## src/rtl/alu_mult_sequencer_if.sv

```systemverilog
// Handshake and operand/result bus between the instruction decoder and the
// sequential 5x5 signed matrix-multiply controller.
interface alu_mult_sequencer_if #(
   parameter int DIM = 5,
   parameter int W   = 8
);
   localparam int FLAT = DIM * DIM * W;

   logic            i_start;
   logic            i_abort;
   logic [FLAT-1:0] i_a_flat;
   logic [FLAT-1:0] i_b_flat;
   logic            o_busy;
   logic            o_done;
   logic [FLAT-1:0] o_c_flat;
   logic            o_overflow_flag;

   modport master (
      output i_start, i_abort, i_a_flat, i_b_flat,
      input  o_busy, o_done, o_c_flat, o_overflow_flag
   );

   modport slave (
      input  i_start, i_abort, i_a_flat, i_b_flat,
      output o_busy, o_done, o_c_flat, o_overflow_flag
   );
endinterface

```

## src/rtl/alu_mult_sequencer.sv

```systemverilog
// Sequential C = A*B for 5x5 signed bytes: one shared 5-term dot product,
// one result element per cycle, start/busy/done handshake.
module alu_mult_sequencer #(
   parameter int DIM = 5,
   parameter int W   = 8
) (
   input logic                 i_clk,
   input logic                 i_rst,
   alu_mult_sequencer_if.slave bus
);
   localparam int PW = 2 * W;
   localparam int SW = 2 * W + 2;
   localparam logic [2:0] LAST_IDX = 3'd4;

   typedef enum logic [1:0] {
      S_IDLE    = 2'd0,
      S_COMPUTE = 2'd1,
      S_DONE    = 2'd2
   } state_t;

   state_t r_state;
   state_t w_state_nxt;

   logic [DIM-1:0][DIM-1:0][W-1:0] r_a;
   logic [DIM-1:0][DIM-1:0][W-1:0] r_b;
   logic [DIM-1:0][DIM-1:0][W-1:0] r_c;
   logic                           r_ovf;
   logic [2:0]                     r_row;
   logic [2:0]                     r_col;
   logic                           r_busy;
   logic                           r_done;

   logic                 w_last;
   logic                 w_accept;
   logic                 w_write;
   logic                 w_busy_nxt;
   logic                 w_done_nxt;
   logic signed [PW-1:0] w_prod [DIM];
   logic signed [SW-1:0] w_sum;
   logic                 w_elem_ovf;

   assign w_last = (r_row == LAST_IDX) && (r_col == LAST_IDX);

   // State register.
   always_ff @(posedge i_clk) begin
      if (i_rst) begin
         r_state <= S_IDLE;
      end else begin
         r_state <= w_state_nxt;
      end
   end

   // Next state; abort outranks the final-element transition.
   always_comb begin
      w_state_nxt = r_state;
      case (r_state)
         S_IDLE: begin
            if (bus.i_start) begin
               w_state_nxt = S_COMPUTE;
            end else begin
               w_state_nxt = S_IDLE;
            end
         end
         S_COMPUTE: begin
            if (bus.i_abort) begin
               w_state_nxt = S_IDLE;
            end else if (w_last) begin
               w_state_nxt = S_DONE;
            end else begin
               w_state_nxt = S_COMPUTE;
            end
         end
         S_DONE:  w_state_nxt = S_IDLE;
         default: w_state_nxt = S_IDLE;
      endcase
   end

   // Datapath strobes and next values of the registered handshake outputs.
   always_comb begin
      w_accept   = 1'b0;
      w_write    = 1'b0;
      w_busy_nxt = 1'b0;
      w_done_nxt = 1'b0;
      case (r_state)
         S_IDLE: begin
            w_accept = bus.i_start;
         end
         S_COMPUTE: begin
            w_write = ~bus.i_abort;
         end
         S_DONE: begin
            w_accept = 1'b0;
         end
         default: begin
            w_accept = 1'b0;
         end
      endcase
      if (w_state_nxt == S_COMPUTE) begin
         w_busy_nxt = 1'b1;
      end else begin
         w_busy_nxt = 1'b0;
      end
      if (w_state_nxt == S_DONE) begin
         w_done_nxt = 1'b1;
      end else begin
         w_done_nxt = 1'b0;
      end
   end

   // Shared dot product of latched A row r_row and B column r_col; the
   // 18-bit sum cannot wrap, so the range test sees the true value.
   always_comb begin
      w_sum = '0;
      for (int k = 0; k < DIM; k++) begin
         w_prod[k] = $signed(r_a[r_row][3'(k)]) * $signed(r_b[3'(k)][r_col]);
         w_sum     = w_sum + $signed({{2{w_prod[k][PW-1]}}, w_prod[k]});
      end
      w_elem_ovf = (w_sum > 18'sd127) || (w_sum < -18'sd128);
   end

   // Operand capture, element write-back and row-major index sequencing.
   always_ff @(posedge i_clk) begin
      if (i_rst) begin
         r_a   <= '0;
         r_b   <= '0;
         r_c   <= '0;
         r_ovf <= 1'b0;
         r_row <= 3'd0;
         r_col <= 3'd0;
      end else if (w_accept) begin
         r_a   <= bus.i_a_flat;
         r_b   <= bus.i_b_flat;
         r_c   <= '0;
         r_ovf <= 1'b0;
         r_row <= 3'd0;
         r_col <= 3'd0;
      end else if (w_write) begin
         r_c[r_row][r_col] <= w_sum[W-1:0];
         r_ovf             <= r_ovf | w_elem_ovf;
         if (r_col == LAST_IDX) begin
            r_col <= 3'd0;
            if (r_row == LAST_IDX) begin
               r_row <= 3'd0;
            end else begin
               r_row <= r_row + 3'd1;
            end
         end else begin
            r_col <= r_col + 3'd1;
         end
      end
   end

   // Registered handshake outputs.
   always_ff @(posedge i_clk) begin
      if (i_rst) begin
         r_busy <= 1'b0;
         r_done <= 1'b0;
      end else begin
         r_busy <= w_busy_nxt;
         r_done <= w_done_nxt;
      end
   end

   assign bus.o_busy          = r_busy;
   assign bus.o_done          = r_done;
   assign bus.o_c_flat        = r_c;
   assign bus.o_overflow_flag = r_ovf;
endmodule

```

## src/flat_wrapper.sv

```systemverilog
// flat-port wrapper written by rule: the top's interface ports become plain ports
module alu_mult_sequencer_flat 
#(
   parameter int DIM = 5,
   parameter int W   = 8
)
  (i_clk, i_rst, bus_i_start, bus_i_abort, bus_i_a_flat, bus_i_b_flat, bus_o_busy, bus_o_done, bus_o_c_flat, bus_o_overflow_flag);
  alu_mult_sequencer_if #(.DIM(DIM), .W(W)) bus_i ();
  input logic i_clk;
  input logic i_rst;
  input wire logic [$bits(bus_i.i_start)-1:0] bus_i_start;
  input wire logic [$bits(bus_i.i_abort)-1:0] bus_i_abort;
  input wire logic [$bits(bus_i.i_a_flat)-1:0] bus_i_a_flat;
  input wire logic [$bits(bus_i.i_b_flat)-1:0] bus_i_b_flat;
  output wire logic [$bits(bus_i.o_busy)-1:0] bus_o_busy;
  output wire logic [$bits(bus_i.o_done)-1:0] bus_o_done;
  output wire logic [$bits(bus_i.o_c_flat)-1:0] bus_o_c_flat;
  output wire logic [$bits(bus_i.o_overflow_flag)-1:0] bus_o_overflow_flag;
  assign bus_i.i_start = bus_i_start;
  assign bus_i.i_abort = bus_i_abort;
  assign bus_i.i_a_flat = bus_i_a_flat;
  assign bus_i.i_b_flat = bus_i_b_flat;
  assign bus_o_busy = bus_i.o_busy;
  assign bus_o_done = bus_i.o_done;
  assign bus_o_c_flat = bus_i.o_c_flat;
  assign bus_o_overflow_flag = bus_i.o_overflow_flag;
  alu_mult_sequencer #(.DIM(DIM), .W(W)) u_core (.i_clk(i_clk), .i_rst(i_rst), .bus(bus_i));
endmodule
```

## config.mk

```make
export PLATFORM = sky130hd
export DESIGN_NAME = alu_mult_sequencer_flat
export DESIGN_NICKNAME = d
export VERILOG_FILES = /design/src/rtl/alu_mult_sequencer_if.sv /design/src/rtl/alu_mult_sequencer.sv /design/src/flat_wrapper.sv
export SDC_FILE = /design/constraint.sdc
export NUM_CORES = 1
export LEC_CHECK = 0
export ABC_AREA = 1
export BUFFER_PORTS_ARGS = -buffer_cell sky130_fd_sc_hd__buf_2
export CAP_MARGIN = 20
export CORE_AREA = 2 2 235 237
export DETAILED_ROUTE_END_ITERATION = 10
export DIE_AREA = 0 0 237 239
export PLACE_DENSITY = 0.3
export SYNTH_ARGS = -nofsm -noshare
export SYNTH_HDL_FRONTEND = slang
export SYNTH_SLANG_ARGS = --single-unit
```

## constraint.sdc

```tcl
create_clock -name i_clk -period 1.4 [get_ports i_clk]
set_input_delay 0.28 -clock i_clk [delete_from_list [all_inputs] [get_ports i_clk]]
set_output_delay 0.28 -clock i_clk [all_outputs]
set_load 0.05 [all_outputs]
```

## Word level (Yosys, flattened, before mapping)

Cells that the tools add are included.

| word-level totals | value |
|---|---|
| register bits | 211 |
| output and inout bits | 203 |

| operators by class | value |
|---|---|
| eq/ne operators | 5 |
| reduce and logical (&&, ||, !) cells | 6 |
| mux-type cells | 15 |
| $lt $le $gt $ge | 4 |
| add/subtract/negate cells | 2 |
| bitwise operators | 1 |

Operators with widths:

| kind | number |
|---|---|
| $bwmux W200 | 1 |
| $demux W40 S3 | 1 |
| $mux W40 | 1 |
| $demux W8 S3 | 1 |
| $lt A3 B4 Y1 const B | 2 |
| $mux W8 | 1 |
| $add A3 B1 Y3 const B | 2 |
| $eq A3 B3 Y1 const B | 2 |
| $ge A3 B1 Y1 const B | 2 |
| $mux W3 | 2 |
| $mux W1 | 5 |
| $eq A2 B1 Y1 const B | 2 |
| $mux W2 | 2 |
| $pmux W2 S2 | 1 |
| $logic_and A1 B1 Y1 | 3 |
| $eq A2 B2 Y1 const B | 1 |
| $logic_not A2 Y1 | 1 |
| $reduce_and A2 Y1 | 1 |
| $reduce_or A2 Y1 | 1 |
| $not A1 Y1 | 1 |

## Longest topological paths before layout

Gate-level depths: netlist of the first run.

| logic depth | value |
|---|---|
| depth after elaboration | 7 |
| depth in mapped cells | 7 |
| depth with buffers taken out | 7 |

## Least setup slack after synthesis of the first run

OpenSTA, ideal clock, no wires.

| path | value |
|---|---|
| path type | register to register |
| start | register u_core.r_col[0] |
| end | register u_core.r_row[2] |
| data arrival time | 1.012 ns |
| path buffers | 0 |
| setup time | 0.070 ns |
| cell stages (with the launch flop) | 8 |
| path slack | 0.318 ns |
| path through | dfxtp_1 -> inv_1 -> ha_1 -> nand2_1 -> inv_1 -> nand3_2 -> nand2_1 -> a21oi_1 |

| on the way | value |
|---|---|
| longest elaborated chain between the ends | 2 |

Ends and longest elaborated chain:

| item | line | text |
|---|---|---|
| from (decl) | alu_mult_sequencer.sv:29 | `logic [2:0] r_col;` |
| from (signal assigned) | alu_mult_sequencer.sv:148 | `r_col <= r_col + 3'd1;` |
| $eq A3 B3 Y1 | alu_mult_sequencer.sv:140 | `if (r_col == LAST_IDX) begin` |
| $reduce_and A2 Y1 (no line) | - |  |
| to (signal assigned) | alu_mult_sequencer.sv:145 | `r_row <= r_row + 3'd1;` |
| to (decl) | alu_mult_sequencer.sv:28 | `logic [2:0] r_row;` |

Every way passes these cells.
A chain may end at the register's enable or synchronous reset.

## Worst setup path in the final report of the first run

| path | value |
|---|---|
| start | register u_core.r_col[0] |
| end | register u_core.r_col[0] |

| on the way | value |
|---|---|
| longest elaborated chain between the ends | 2 |

Ends and longest elaborated chain:

| item | line |
|---|---|
| $add A3 B1 Y3 / $eq A3 B3 Y1 (equally long branches) | alu_mult_sequencer.sv:148, alu_mult_sequencer.sv:140 |
| $mux W3 (*) | alu_mult_sequencer.sv:140 |

Mark *: on every way between the ends. The rest lies on a longest branch, timed or not.

==> results by group, run 1 <==
Global routing
  • Antenna violations before repair: 0
  • Vias in the first global route: about 520
  • Largest net degree at the start of global routing: 7
  • First-pass GRT wire length: 2350 um
  • Gr usage total: less than 1%
  • Gr ovfl total: 0

Clock tree
  • Clock sinks: 11
  • TritonCTS Buffers: 3
  • Post-CTS Resized: 0
  • Post-CTS setup buffer count: 0
  • Clock Latency Late Sink: around 0.24 ns
  • Root Buffer: clkbuf_16
  • CTS tree: built
  • H-Tree Depth: 1
  • CTS clk-pin slew, worst paths: 0.04 ns
  • Hold Buf Count CTS: 0
  • Clk buf depth: 2

STA
  • Max-slew violations: 0
  • Max Clock Freq: around 830 MHz
  • RSZ-0062 raised after global routing: no
  • Tcrit/Tclk final: a little under nine tenths
  • Final min period: around 1.2 ns
  • # setup viols final: 0
  • Final hold violation count: 0
  • Worst-case clock skew: between 0.002 and 0.003 ns
  • Fin Setup TNS: 0 ns

Yosys
  • Synth unique cells: 20
  • Sequential fraction of the synthesis area: a little over a tenth
  • YS warnings: 0
  • Synth Register Bits: 11
  • Cell area after synthesis: around 2100 um^2
  • Synthesized instance count: around 270
  • Main synth FF type: dfxtp_1
  • Avg Inst Size Synth: around 7.5 um^2
  • Largest area contributor in the netlist: buf_4
  • Post-synth EDFFs: 0
  • Synth top area cells: buf_4 (73%), dfxtp_1 (11%), nand2_1 (2.6%), ha_1 (2.4%), inv_1 (2.0%)
  • Share of the synthesized area in the top cell type: ~73%
  • Async S/R FF share, synth: 0%

Drt
  • DRT Wirelength: around 1900 um
  • Antenna Nets Post-Route: 0
  • Vias per inst: 0.970
  • Initial DRC Count: 10
  • DRT Pass-1 Iters: 4
  • DR vias: between 900 and 1k
  • DRC Markers: 0
  • DR WL/cell: 1.96 um

Placed design
  • Port Buf Inserts: 6
  • Post-DP HPWL: 1690 um
  • Placer congestion estimate: between 0.5 and 0.6

Die
  • Die area: roughly 57,000 um^2
  • Die outline height: approximately 240 um
  • Core Region: 54,300 um^2
  • Die X: 237 um
  • I/O pin count: 607
  • FP Rows: 86
  • Initial Util: around 3.8%

Worst setup path
  • Startpoint types: register
  • Worst Path Required: 1.58 ns
  • Arrival time at the worst endpoint: 1.38 ns
  • CP max stage delay: 0.35 ns
  • Worst path cell trace: inv_1 -> ha_1 -> nand2_1 -> inv_1 -> nand3_4 -> nand2_2 -> a21oi_2
  • Slowest stage cell, crit path: dfxtp_1
  • Crit-path max FO: 6
  • Kind of critical path: register to register
  • CP dominant cell by count: inv_1
  • Crit. End Element: register

Cells and area
  • Ant diodes: 0
  • Filler instances: approximately 6.4k
  • Area Growth Syn to Fin: 11.8%
  • Layout cell share with drive strength beyond 1: under 10%
  • Final nets: 690

Power
  • Leakage: approximately 0.95 nW
  • VDD IR max: 0.459 mV
  • PD cells: around 910 nW/um^2
  • Total power: around 2.1 mW

Status
  • Status: completed

Hold path
  • Worst min-delay path class: input pin to register

Run
  • Max Cap Viol: 0
[sequential cells by signal, indices dropped and copies added (netlist names)]
signal	cells
u_core.bus.o_done	1
u_core.r_row	3
u_core.r_col	3
u_core.r_state	2
u_core.bus.o_busy	1
u_core.bus.o_overflow_flag	1
[placed cells by master, fill, tap and decap left out, types with 2 or more instances in the layout]
cell type and instances:
nor2_2 2, nand2_2 3, buf_2 6, inv_2 3, nor2_1 5, nor3_1 2, inv_1 11, clkbuf_16 3
dfxtp_1 11, nand3_2 2, nand3_1 2, ha_1 4, a21oi_1 5, nand2_1 14, conb_1 200
[area by class of cell]
class | instances | area, um^2 | share of cell area (%)
clock buffer | 4 | 78.8 | 3.44
inverter | 14 | 52.6 | 2.29
multi-input combinational | 246 | 1030 | 45.0
sequential | 11 | 220 | 9.60
tap | 704 | 881 | 38.4
timing repair buffer | 6 | 30.0 | 1.31
[synthesized netlist by cell type (2+ instances only)]
master / number
nor2_1: 5
nor3_1: 2
buf_4: 200
inv_1: 11
nand2_2: 3
nor2_2: 2
nand2_1: 14
ha_1: 4
a21oi_1: 5
inv_2: 3
nand3_2: 3
dfxtp_1: 11
nand3_1: 2
[worst paths after layout]
check,cells after the start,slack [ns],endpoint,startpoint
setup / recovery,7,0.19,u_core.r_col[0]$_SDFFE_PP0P_,u_core.r_col[0]$_SDFFE_PP0P_
hold / removal,2,0.25,u_core.r_state[0]$_SDFF_PP0_,i_rst
setup reg to reg,7,0.19,u_core.r_col[0]$_SDFFE_PP0P_,u_core.r_col[0]$_SDFFE_PP0P_
hold reg to reg,1,0.49,u_core.bus.o_overflow_flag$_SDFFE_PP0P_,u_core.bus.o_overflow_flag$_SDFFE_PP0P_
[cells by family (layout without fill, tap and decap cells)]
logic type | after synthesis | in the layout | synth area share, %
other | 1 | 200 | 0.183
adders and majority gates | 4 | 4 | 2.44
AOI/OAI and AO/OA | 10 | 10 | 2.93
buffers and inverters | 214 | 24 | 75.7
DFF | 11 | 11 | 10.7
and+or+nand+nor | 32 | 32 | 7.99
[report_power, final]
part	switching (mW)	internal [mW]	leakage, nW
Clock	0.144	0.383	0.0382
Sequential	0.00483	0.322	0.0893
Combinational	1.21	0.0190	0.823
Total	1.36	0.723	0.950
[worst max-delay path: cells and delay by family, from the launching register on]
kind	cells	cell delay, ns
flip-flops	1	0.35
AND/OR/NAND/NOR	3	0.34
adder cells (fa/ha/maj)	1	0.19
buffers and inverters	2	0.17
AO/OA/AOI/OAI	1	0.10
[per-layer routing]
layer  wire length (um)  vias up  part of all wire, %  track usage (%)
met5                  0        -                    0                0
met4                 19        0                 0.99            0.192
met3                439        3                   23            0.277
met2                838      118                   44            0.758
met1                628      392                   33            0.579
li1                   -      442                    -                -
[stage by stage]
step	instance area (um^2)	utilization [%]	cells	setup slack (ns)	hold slack, ns
floorplan	2800	-	471	0.318	0.349
global route	2290	4.22	985	0.0240	0.258
finish	2290	4.22	985	0.194	0.254
CTS	2290	4.21	985	0.162	0.251
global placement	2210	4.06	981	0.168	0.485
detailed placement	2210	4.06	981	0.175	0.470
No activity file was read; power rests on OpenSTA's default activity.
==> run 2, diff against run 1 <==
--- a/config.mk
+++ b/config.mk
@@ -5,12 +5,11 @@
 export SDC_FILE = /design/constraint.sdc
 export NUM_CORES = 1
 export LEC_CHECK = 0
-export ABC_AREA = 1
 export BUFFER_PORTS_ARGS = -buffer_cell sky130_fd_sc_hd__buf_2
 export CAP_MARGIN = 20
-export CORE_AREA = 2 2 235 237
+export CORE_AREA = 2 2 238 240
 export DETAILED_ROUTE_END_ITERATION = 10
-export DIE_AREA = 0 0 237 239
+export DIE_AREA = 0 0 240 242
 export PLACE_DENSITY = 0.3
 export SYNTH_ARGS = -nofsm -noshare
 export SYNTH_HDL_FRONTEND = slang
==> run 2 against run 1 <==
Hold slack better by 0.046 ns. Die area grew 2.5%. Wire length is 28% higher. Sequential share of layout area decreased by 0.093 points. Flip-flop and latch count unchanged. Final area is 0.98% higher. Total power down 0.58%. Combinational power barely moved. Critical path type unchanged. Register-to-register slack lost 0.09 ns. Area after synthesis shrank 2.6%. Clock power down 2%. Utilization fell by 0.065 points.
==> results by group, run 2 <==
Cells and area
  • Final Util: 4.16% (was 4.22%)
  • Final nets: 673 (was 690)
  • Leading cell types in the layout, fill and taps excluded: conb_1 (200), dfxtp_1 (11), nor2_1 (6), buf_2 (6), a21oi_1 (5) (was conb_1 (200), nand2_1 (14), inv_1 (11), dfxtp_1 (11), buf_2 (6))
  • Area Growth Syn to Fin: 16.0% (was 11.8%)
  • Most common cell after layout, fill and taps aside: conb_1 (unchanged)
  • Filler instances: 6,669 (was 6,419)
  • Largest registers: u_core.r_col (3), u_core.r_row (3), u_core.r_state (2) (unchanged)
  • Layout cell share with drive strength beyond 1: 5.68% (was 8.19%)
  • Post-Layout Cell Count: 1,020 (was 985)
  • Ant diodes: 0 (unchanged)

STA
  • # setup viols final: 0 (unchanged)
  • Final hold violation count: 0 (unchanged)
  • RSZ-0062 raised after global routing: no (unchanged)
  • Tcrit/Tclk final: 92.7% (was 86.1%)
  • Final min period: 1.30 ns (was 1.21 ns)
  • Worst-case clock skew: 0.000461 ns (was 0.00272 ns)
  • Setup ws final: 0.102 ns (was 0.194 ns)
  • Max-slew violations: 0 (unchanged)
  • Fin Setup TNS: 0 ns (unchanged)
  • Max Clock Freq: 770 MHz (was 829 MHz)

Power
  • Sw Share: 65.1% (was 65.3%)
  • PD cells: 894 nW/um^2 (was 908 nW/um^2)
  • Logic pwr share: 59.4% (was 59.1%)
  • Net switching power: 1.35 mW (was 1.36 mW)
  • Internal power: 0.724 mW (was 0.723 mW)
  • Leakage: 0.892 nW (was 0.950 nW)
  • Sequential share of power: 15.6% (was 15.7%)
  • Clock Power Share: 24.9% (was 25.3%)
  • VDD IR max: 0.325 mV (was 0.459 mV)

Hold path
  • Hold Crit Endpoint: u_core.r_state[0]$_SDFF_PP0_ (unchanged)
  • Hold path cells: 2 (unchanged)
  • Hold Crit Start: i_rst (unchanged)
  • Worst min-delay path class: input pin to register (unchanged)

Placed design
  • Pre-CTS worst setup slack: -0.00174 ns (was 0.175 ns)
  • Port Buf Inserts: 6 (unchanged)
  • Dpl cells: 1,016 (was 981)
  • Placer congestion estimate: 0.543 (was 0.592)
  • Post-DP HPWL: 2180 um (was 1690 um)

Die
  • Core Region: 55,700 um^2 (was 54,300 um^2)
  • FP Rows: 87 (was 86)
  • Initial Util: 3.59% (was 3.78%)
  • Die X: 240 um (was 237 um)
  • Die outline height: 242 um (was 239 um)
  • Die area: 58,100 um^2 (was 56,600 um^2)
  • I/O pin count: 607 (unchanged)

Worst setup path
  • Crit. End Element: register (unchanged)
  • Slowest stage cell, crit path: dfxtp_1 (unchanged)
  • Crit-path max FO: 4 (was 6)
  • Kind of critical path: register to register (unchanged)
  • Top delay family on crit path: compound AO/OA/AOI/OAI gates (was flip-flops)
  • Startpoint types: register (unchanged)
  • RR Startpoint: u_core.r_row[0]$_SDFFE_PP0P_ (was u_core.r_col[0]$_SDFFE_PP0P_)
  • CP max stage delay: 0.38 ns (was 0.35 ns)
  • R2r worst-path depth: 5 (was 7)
  • CP bufs+invs: 1 (was 2)
  • Reg2Reg Setup Slack: 0.10 ns (was 0.19 ns)
  • Worst Path Required: 1.53 ns (was 1.58 ns)
  • Reg2reg end: u_core.r_row[0]$_SDFFE_PP0P_ (was u_core.r_col[0]$_SDFFE_PP0P_)
  • Worst Setup SP: u_core.r_row[0]$_SDFFE_PP0P_ (was u_core.r_col[0]$_SDFFE_PP0P_)
  • Arrival time at the worst endpoint: 1.43 ns (was 1.38 ns)
  • Worst path cell trace: inv_1 -> ha_1 -> nand2_1 -> a31oi_1 -> a311oi_1 (was inv_1 -> ha_1 -> nand2_1 -> inv_1 -> nand3_4 -> nand2_2 -> a21oi_2)

Clock tree
  • Post-CTS Resized: 0 (unchanged)
  • Root Buffer: clkbuf_16 (unchanged)
  • Hold Buf Count CTS: 0 (unchanged)
  • CTS clk-pin slew, worst paths: 0.04 ns (about the same)
  • Clock Latency Late Sink: 0.23 ns (was 0.24 ns)
  • Post-CTS setup buffer count: 0 (unchanged)
  • Clock sinks: 11 (unchanged)
  • TritonCTS Buffers: 3 (unchanged)
  • Clk buf depth: 2 (unchanged)
  • CTS tree: built (unchanged)
  • H-Tree Depth: 1 (unchanged)

Drt
  • DR WL/cell: 2.41 um (was 1.96 um)
  • DRT Pass-1 Iters: 4 (unchanged)
  • DR vias: 928 (was 955)
  • Initial DRC Count: 10 (unchanged)
  • Vias per inst: 0.910 (was 0.970)
  • DRT Wirelength: 2460 um (was 1930 um)
  • Antenna Nets Post-Route: 0 (unchanged)
  • DRC Markers: 0 (unchanged)

Global routing
  • Vias in the first global route: 477 (was 524)
  • Largest net degree at the start of global routing: 8 (was 7)
  • First-pass GRT wire length: 2890 um (was 2350 um)
  • Antenna violations before repair: 2 (was 0)
  • Gr usage total: 0.662% (was 0.498%)
  • Gr ovfl total: 0 (unchanged)

Yosys
  • Cell area after synthesis: 2000 um^2 (was 2050 um^2)
  • YS warnings: 0 (unchanged)
  • Sequential fraction of the synthesis area: 11.0% (was 10.7%)
  • Main synth FF type: dfxtp_1 (unchanged)
  • Synth Register Bits: 11 (unchanged)
  • Synth unique cells: 23 (was 20)
  • Largest area contributor in the netlist: buf_4 (unchanged)
  • Synth top area cells: buf_4 (75%), dfxtp_1 (11%), ha_1 (2.5%), a21oi_1 (1.3%), nor2_1 (1.1%) (was buf_4 (73%), dfxtp_1 (11%), nand2_1 (2.6%), ha_1 (2.4%), inv_1 (2.0%))
  • Most frequent cell after synthesis: buf_4 (unchanged)
  • Post-synth EDFFs: 0 (unchanged)
  • Async S/R FF share, synth: 0% (unchanged)
  • Avg Inst Size Synth: 7.87 um^2 (was 7.54 um^2)
  • Synthesized instance count: 254 (was 272)
  • Top cells by count, synth: buf_4 (200), dfxtp_1 (11), nor2_1 (6) (was buf_4 (200), nand2_1 (14), dfxtp_1 (11), inv_1 (11))
  • Share of the synthesized area in the top cell type: 75.1% (was 73.2%)

Status
  • Status: completed (unchanged)

Run
  • Max Cap Viol: 0 (unchanged)
==> run 2: cell count changes after synthesis, sizes merged, moves of 2 or more <==
cell   delta
nand2    -14
inv      -10
nand3     -4
nor2      -2
nor4      +2
==> run 2: worst max path at each step <==
stage / to / slack, ns / depth (start not counted)
5_1_grt: u_core.r_row[0]$_SDFFE_PP0P_ / 0.03 / 5
2_1_floorplan: u_core.r_row[2]$_SDFFE_PP0P_ / 0.16 / 4
3_3_place_gp: u_core.bus.o_done$_SDFF_PP0_ / -0.05 / 3
3_5_place_dp: u_core.r_col[0]$_SDFFE_PP0P_ / -0.002 / 5
6_report: u_core.r_row[0]$_SDFFE_PP0P_ / 0.10 / 5
4_1_cts: u_core.bus.o_done$_SDFF_PP0_ / 0.02 / 2
==> run 2: area by class of cell <==
| type | count | area [um^2] | area share, % |
|---|---|---|---|
| Multi-Input combinational cell | 237 | 1010 | 43.7 |
| Tap cell | 756 | 946 | 40.8 |
| Sequential cell | 11 | 220 | 9.50 |
| Clock buffer | 4 | 78.8 | 3.40 |
| Timing Repair Buffer | 8 | 45.0 | 1.94 |
| Inverter | 4 | 15.0 | 0.648 |
==> run 2: metal layers <==
metal | GRT usage, % | vias to the layer above | share of wire [%] | wire length (um)
met1 | 0.841 | 389 | 39 | 948
li1 | - | 408 | - | -
met4 | 0.110 | 2 | 0.69 | 17
met2 | 0.850 | 125 | 34 | 842
met5 | 0 | - | 0.41 | 10
met3 | 0.547 | 4 | 26 | 644
==> run 2: cells by family (layout without fill, tap and decap cells) <==
kind of cell | Yosys count | in the layout | share of synthesized area (%)
other | 1 | 200 | 0.188
flip-flops | 11 | 11 | 11.0
XOR/XNOR | 1 | 1 | 0.438
multiplexers | 1 | 1 | 0.501
AO/OA/AOI/OAI | 12 | 12 | 3.76
AND/OR/NAND/NOR | 19 | 19 | 5.45
adder cells (fa/ha/maj) | 4 | 4 | 2.50
buffers and inverters | 205 | 16 | 76.1
==> run 2: power by group through the flow <==
stage | Clock [mW] | Combinational, mW | Sequential, mW
after floorplan | 0 | 1.62 | 0.340
after global placement | 0 | 1.22 | 0.329
after detailed placement | 0 | 1.22 | 0.330
after CTS | 0.535 | 1.22 | 0.324
after global routing | 0.549 | 1.27 | 0.325
final | 0.517 | 1.23 | 0.324
==> run 2: worst reg2reg max path, cell delays in order, from the launching register on <==
cell and delay [ns]:
dfxtp_1 0.38, inv_1 0.06, ha_1 0.21, nand2_1 0.14, a31oi_1 0.11, a311oi_1 0.28
==> run 2: stage by stage <==
stage                     hold slack (ns)  power [mW]  instance area [um^2]
after CTS                           0.292        2.08                  2310
after global routing                0.320        2.14                  2320
after floorplan                     0.349        1.96                  2750
after detailed placement            0.464        1.55                  2230
after global placement              0.460        1.55                  2230
final                               0.301        2.07                  2320
==> run 3, diff against run 2 <==
--- a/config.mk
+++ b/config.mk
@@ -5,11 +5,12 @@
 export SDC_FILE = /design/constraint.sdc
 export NUM_CORES = 1
 export LEC_CHECK = 0
-export BUFFER_PORTS_ARGS = -buffer_cell sky130_fd_sc_hd__buf_2
 export CAP_MARGIN = 20
-export CORE_AREA = 2 2 238 240
+export CORE_AREA = 2 2 235 237
 export DETAILED_ROUTE_END_ITERATION = 10
-export DIE_AREA = 0 0 240 242
+export DIE_AREA = 0 0 237 239
+export DONT_BUFFER_PORTS = 1
+export HOLD_SLACK_MARGIN = 0.06
 export PLACE_DENSITY = 0.3
 export SYNTH_ARGS = -nofsm -noshare
 export SYNTH_HDL_FRONTEND = slang
==> run 3 against run 2 <==
Clock power down 0.8%. Largest power group unchanged. Clock skew hardly changed. Flip-flop and latch count stayed put. Die area fell by 2.5%. Highest routed layer is now met4. Sequential power hardly changed. Sequential share of layout area grew 0.40 points. Largest cell class unchanged.
==> results by group, run 3 (synthesis results as in run 2) <==
STA
  • Fin Setup TNS: 0 ns (unchanged)
  • Max Clock Freq: 790 MHz (was 770 MHz)
  • RSZ-0062 raised after global routing: no (unchanged)
  • Final min period: 1.27 ns (was 1.30 ns)
  • # setup viols final: 0 (unchanged)
  • Max-slew violations: 0 (unchanged)
  • Worst-case clock skew: 0.000432 ns (was 0.000461 ns)
  • Final hold violation count: 0 (unchanged)
  • Tcrit/Tclk final: 90.4% (was 92.7%)

Power
  • VDD IR max: 0.306 mV (was 0.325 mV)
  • Clock Power Share: 25.0% (was 24.9%)
  • Sequential share of power: 15.8% (was 15.6%)
  • Total power: 2.06 mW (was 2.07 mW)
  • Sw Share: 65.0% (was 65.1%)
  • Leakage: 0.870 nW (was 0.892 nW)
  • PD cells: 925 nW/um^2 (was 894 nW/um^2)
  • Net switching power: 1.34 mW (was 1.35 mW)
  • Internal power: 0.720 mW (was 0.724 mW)
  • Logic pwr share: 59.3% (was 59.4%)

Worst setup path
  • Reg2reg end: u_core.r_row[0]$_SDFFE_PP0P_ (unchanged)
  • Worst Path Required: 1.55 ns (was 1.53 ns)
  • Kind of critical path: register to register (unchanged)
  • RR Startpoint: u_core.r_state[1]$_SDFF_PP0_ (was u_core.r_row[0]$_SDFFE_PP0P_)
  • R2r worst-path depth: 3 (was 5)
  • Reg2Reg Setup Slack: 0.13 ns (was 0.10 ns)
  • Arrival time at the worst endpoint: 1.41 ns (was 1.43 ns)
  • Crit-path max FO: 9 (was 4)
  • Crit. End Element: register (unchanged)
  • Startpoint types: register (unchanged)

Clock tree
  • Hold Buf Count CTS: 0 (unchanged)
  • Clk buf depth: 2 (unchanged)
  • Clock sinks: 11 (unchanged)
  • Post-CTS setup buffer count: 0 (unchanged)
  • CTS tree: built (unchanged)
  • H-Tree Depth: 1 (unchanged)
  • Post-CTS Resized: 0 (unchanged)
  • TritonCTS Buffers: 3 (unchanged)
  • CTS clk-pin slew, worst paths: 0.04 ns (about the same)
  • Root Buffer: clkbuf_16 (unchanged)
  • Clock Latency Late Sink: 0.23 ns (about the same)

Cells and area
  • Sequential Area: 220 um^2 (unchanged)
  • Final Util: 4.09% (was 4.16%)
  • Area Growth Syn to Fin: 11.3% (was 16.0%)
  • Most common cell after layout, fill and taps aside: conb_1 (unchanged)
  • Layout cell share with drive strength beyond 1: 3.47% (was 5.68%)
  • Post-Layout Cell Count: 963 (was 1,020)
  • Multi-input logic area: 1010 um^2 (about the same)
  • Post-route cell area: 2220 um^2 (was 2320 um^2)
  • Filler instances: 6,412 (was 6,669)
  • Largest registers: u_core.r_col (3), u_core.r_row (3), u_core.r_state (2) (unchanged)
  • Leading cell types in the layout, fill and taps excluded: conb_1 (200), dfxtp_1 (11), nor2_1 (6) (was conb_1 (200), dfxtp_1 (11), nor2_1 (6), buf_2 (6), a21oi_1 (5))
  • Final nets: 668 (was 673)
  • Ant diodes: 0 (unchanged)

Die
  • FP Rows: 86 (was 87)
  • Initial Util: 3.68% (was 3.59%)
  • Die area: 56,600 um^2 (was 58,100 um^2)
  • Core Region: 54,300 um^2 (was 55,700 um^2)
  • Die outline height: 239 um (was 242 um)
  • Die X: 237 um (was 240 um)
  • I/O pin count: 607 (unchanged)

Drt
  • Antenna Nets Post-Route: 0 (unchanged)
  • Vias per inst: 0.918 (was 0.910)
  • DRT Wirelength: 2430 um (was 2460 um)
  • DR vias: 884 (was 928)
  • DR WL/cell: 2.52 um (was 2.41 um)
  • DRC Markers: 0 (unchanged)
  • Initial DRC Count: 7 (was 10)
  • DRT Pass-1 Iters: 4 (unchanged)

Placed design
  • Port Buf Inserts: 0 (was 6)
  • Placer congestion estimate: 0.543 (about the same)
  • Dpl cells: 959 (was 1,016)
  • Placed cell area: 2140 um^2 (was 2230 um^2)
  • Post-DP HPWL: 2190 um (was 2180 um)

Global routing
  • Gr ovfl total: 0 (unchanged)
  • Gr usage total: 0.663% (was 0.662%)
  • First-pass GRT wire length: 2310 um (was 2890 um)
  • Largest net degree at the start of global routing: 10 (was 8)
  • Antenna violations before repair: 0 (was 2)
  • Vias in the first global route: 364 (was 477)

Hold path
  • Hold Crit Endpoint: u_core.r_state[0]$_SDFF_PP0_ (unchanged)
  • Worst min-delay path class: input pin to register (unchanged)
  • Hold path cells: 1 (was 2)
  • Hold Crit Start: i_rst (unchanged)

Status
  • Status: completed (unchanged)

Run
  • Max Cap Viol: 0 (unchanged)
==> run 3: cell count changes in the layout (fill, tap and decap cells not counted) <==
cell | before | now
nor4_1 | 1 | 2
buf_2 | 6 | 0
nor4_2 | 1 | 0
buf_4 | 2 | 3
==> run 3: final cells by class <==
class / count / share of cell area [%]
timing repair buffer: 3 / 1.01
inverter: 4 / 0.675
sequential: 11 / 9.90
multi-input combinational: 237 / 45.2
clock buffer: 4 / 3.55
tap: 704 / 39.6
==> run 3: power by group through the flow <==
| stage | logic (mW) | clock network, mW | registers (mW) |
|---|---|---|---|
| after CTS | 1.21 | 0.528 | 0.324 |
| after global routing | 1.26 | 0.543 | 0.325 |
| after detailed placement | 1.21 | 0 | 0.330 |
| after global placement | 1.21 | 0 | 0.329 |
| after floorplan | 1.62 | 0 | 0.340 |
| final | 1.22 | 0.513 | 0.324 |
==> run 3: metrics by stage <==
step                      setup slack (ns)  hold slack, ns
after detailed placement            0.0646           0.354
after global placement              0.0883           0.353
after global routing               0.00873           0.109
final                                0.134           0.113
after CTS                           0.0579           0.108
after floorplan                      0.159           0.349
==> run 3: routing by layer <==
| layer | vias up | part of all wire [%] | GRT usage, % |
|---|---|---|---|
| met4 | 0 | 0.16 | 0.0575 |
| met2 | 122 | 41 | 0.820 |
| met1 | 361 | 28 | 0.676 |
| li1 | 399 | - | - |
| met3 | 2 | 31 | 0.889 |
| met5 | - | 0 | 0 |
==> run 3: worst max path at each step <==
stage,start,to,slack [ns],cells past startpoint
6_report,u_core.r_state[1]$_SDFF_PP0_,u_core.r_row[0]$_SDFFE_PP0P_,0.13,3
5_1_grt,u_core.r_state[0]$_SDFF_PP0_,u_core.bus.o_busy$_SDFF_PP0_,0.009,3
4_1_cts,u_core.r_state[1]$_SDFF_PP0_,u_core.r_row[2]$_SDFFE_PP0P_,0.06,3
3_5_place_dp,u_core.r_state[1]$_SDFF_PP0_,u_core.r_row[2]$_SDFFE_PP0P_,0.06,3
3_3_place_gp,u_core.r_state[1]$_SDFF_PP0_,u_core.r_row[2]$_SDFFE_PP0P_,0.09,3
2_1_floorplan,u_core.r_state[1]$_SDFF_PP0_,u_core.r_row[2]$_SDFFE_PP0P_,0.16,4
==> run 3: critical path, cell delays in order (launching register included) <==
cell      delay (ns)
dfxtp_1         0.34
nor3b_4         0.45
a31oi_1         0.14
a311oi_1        0.25
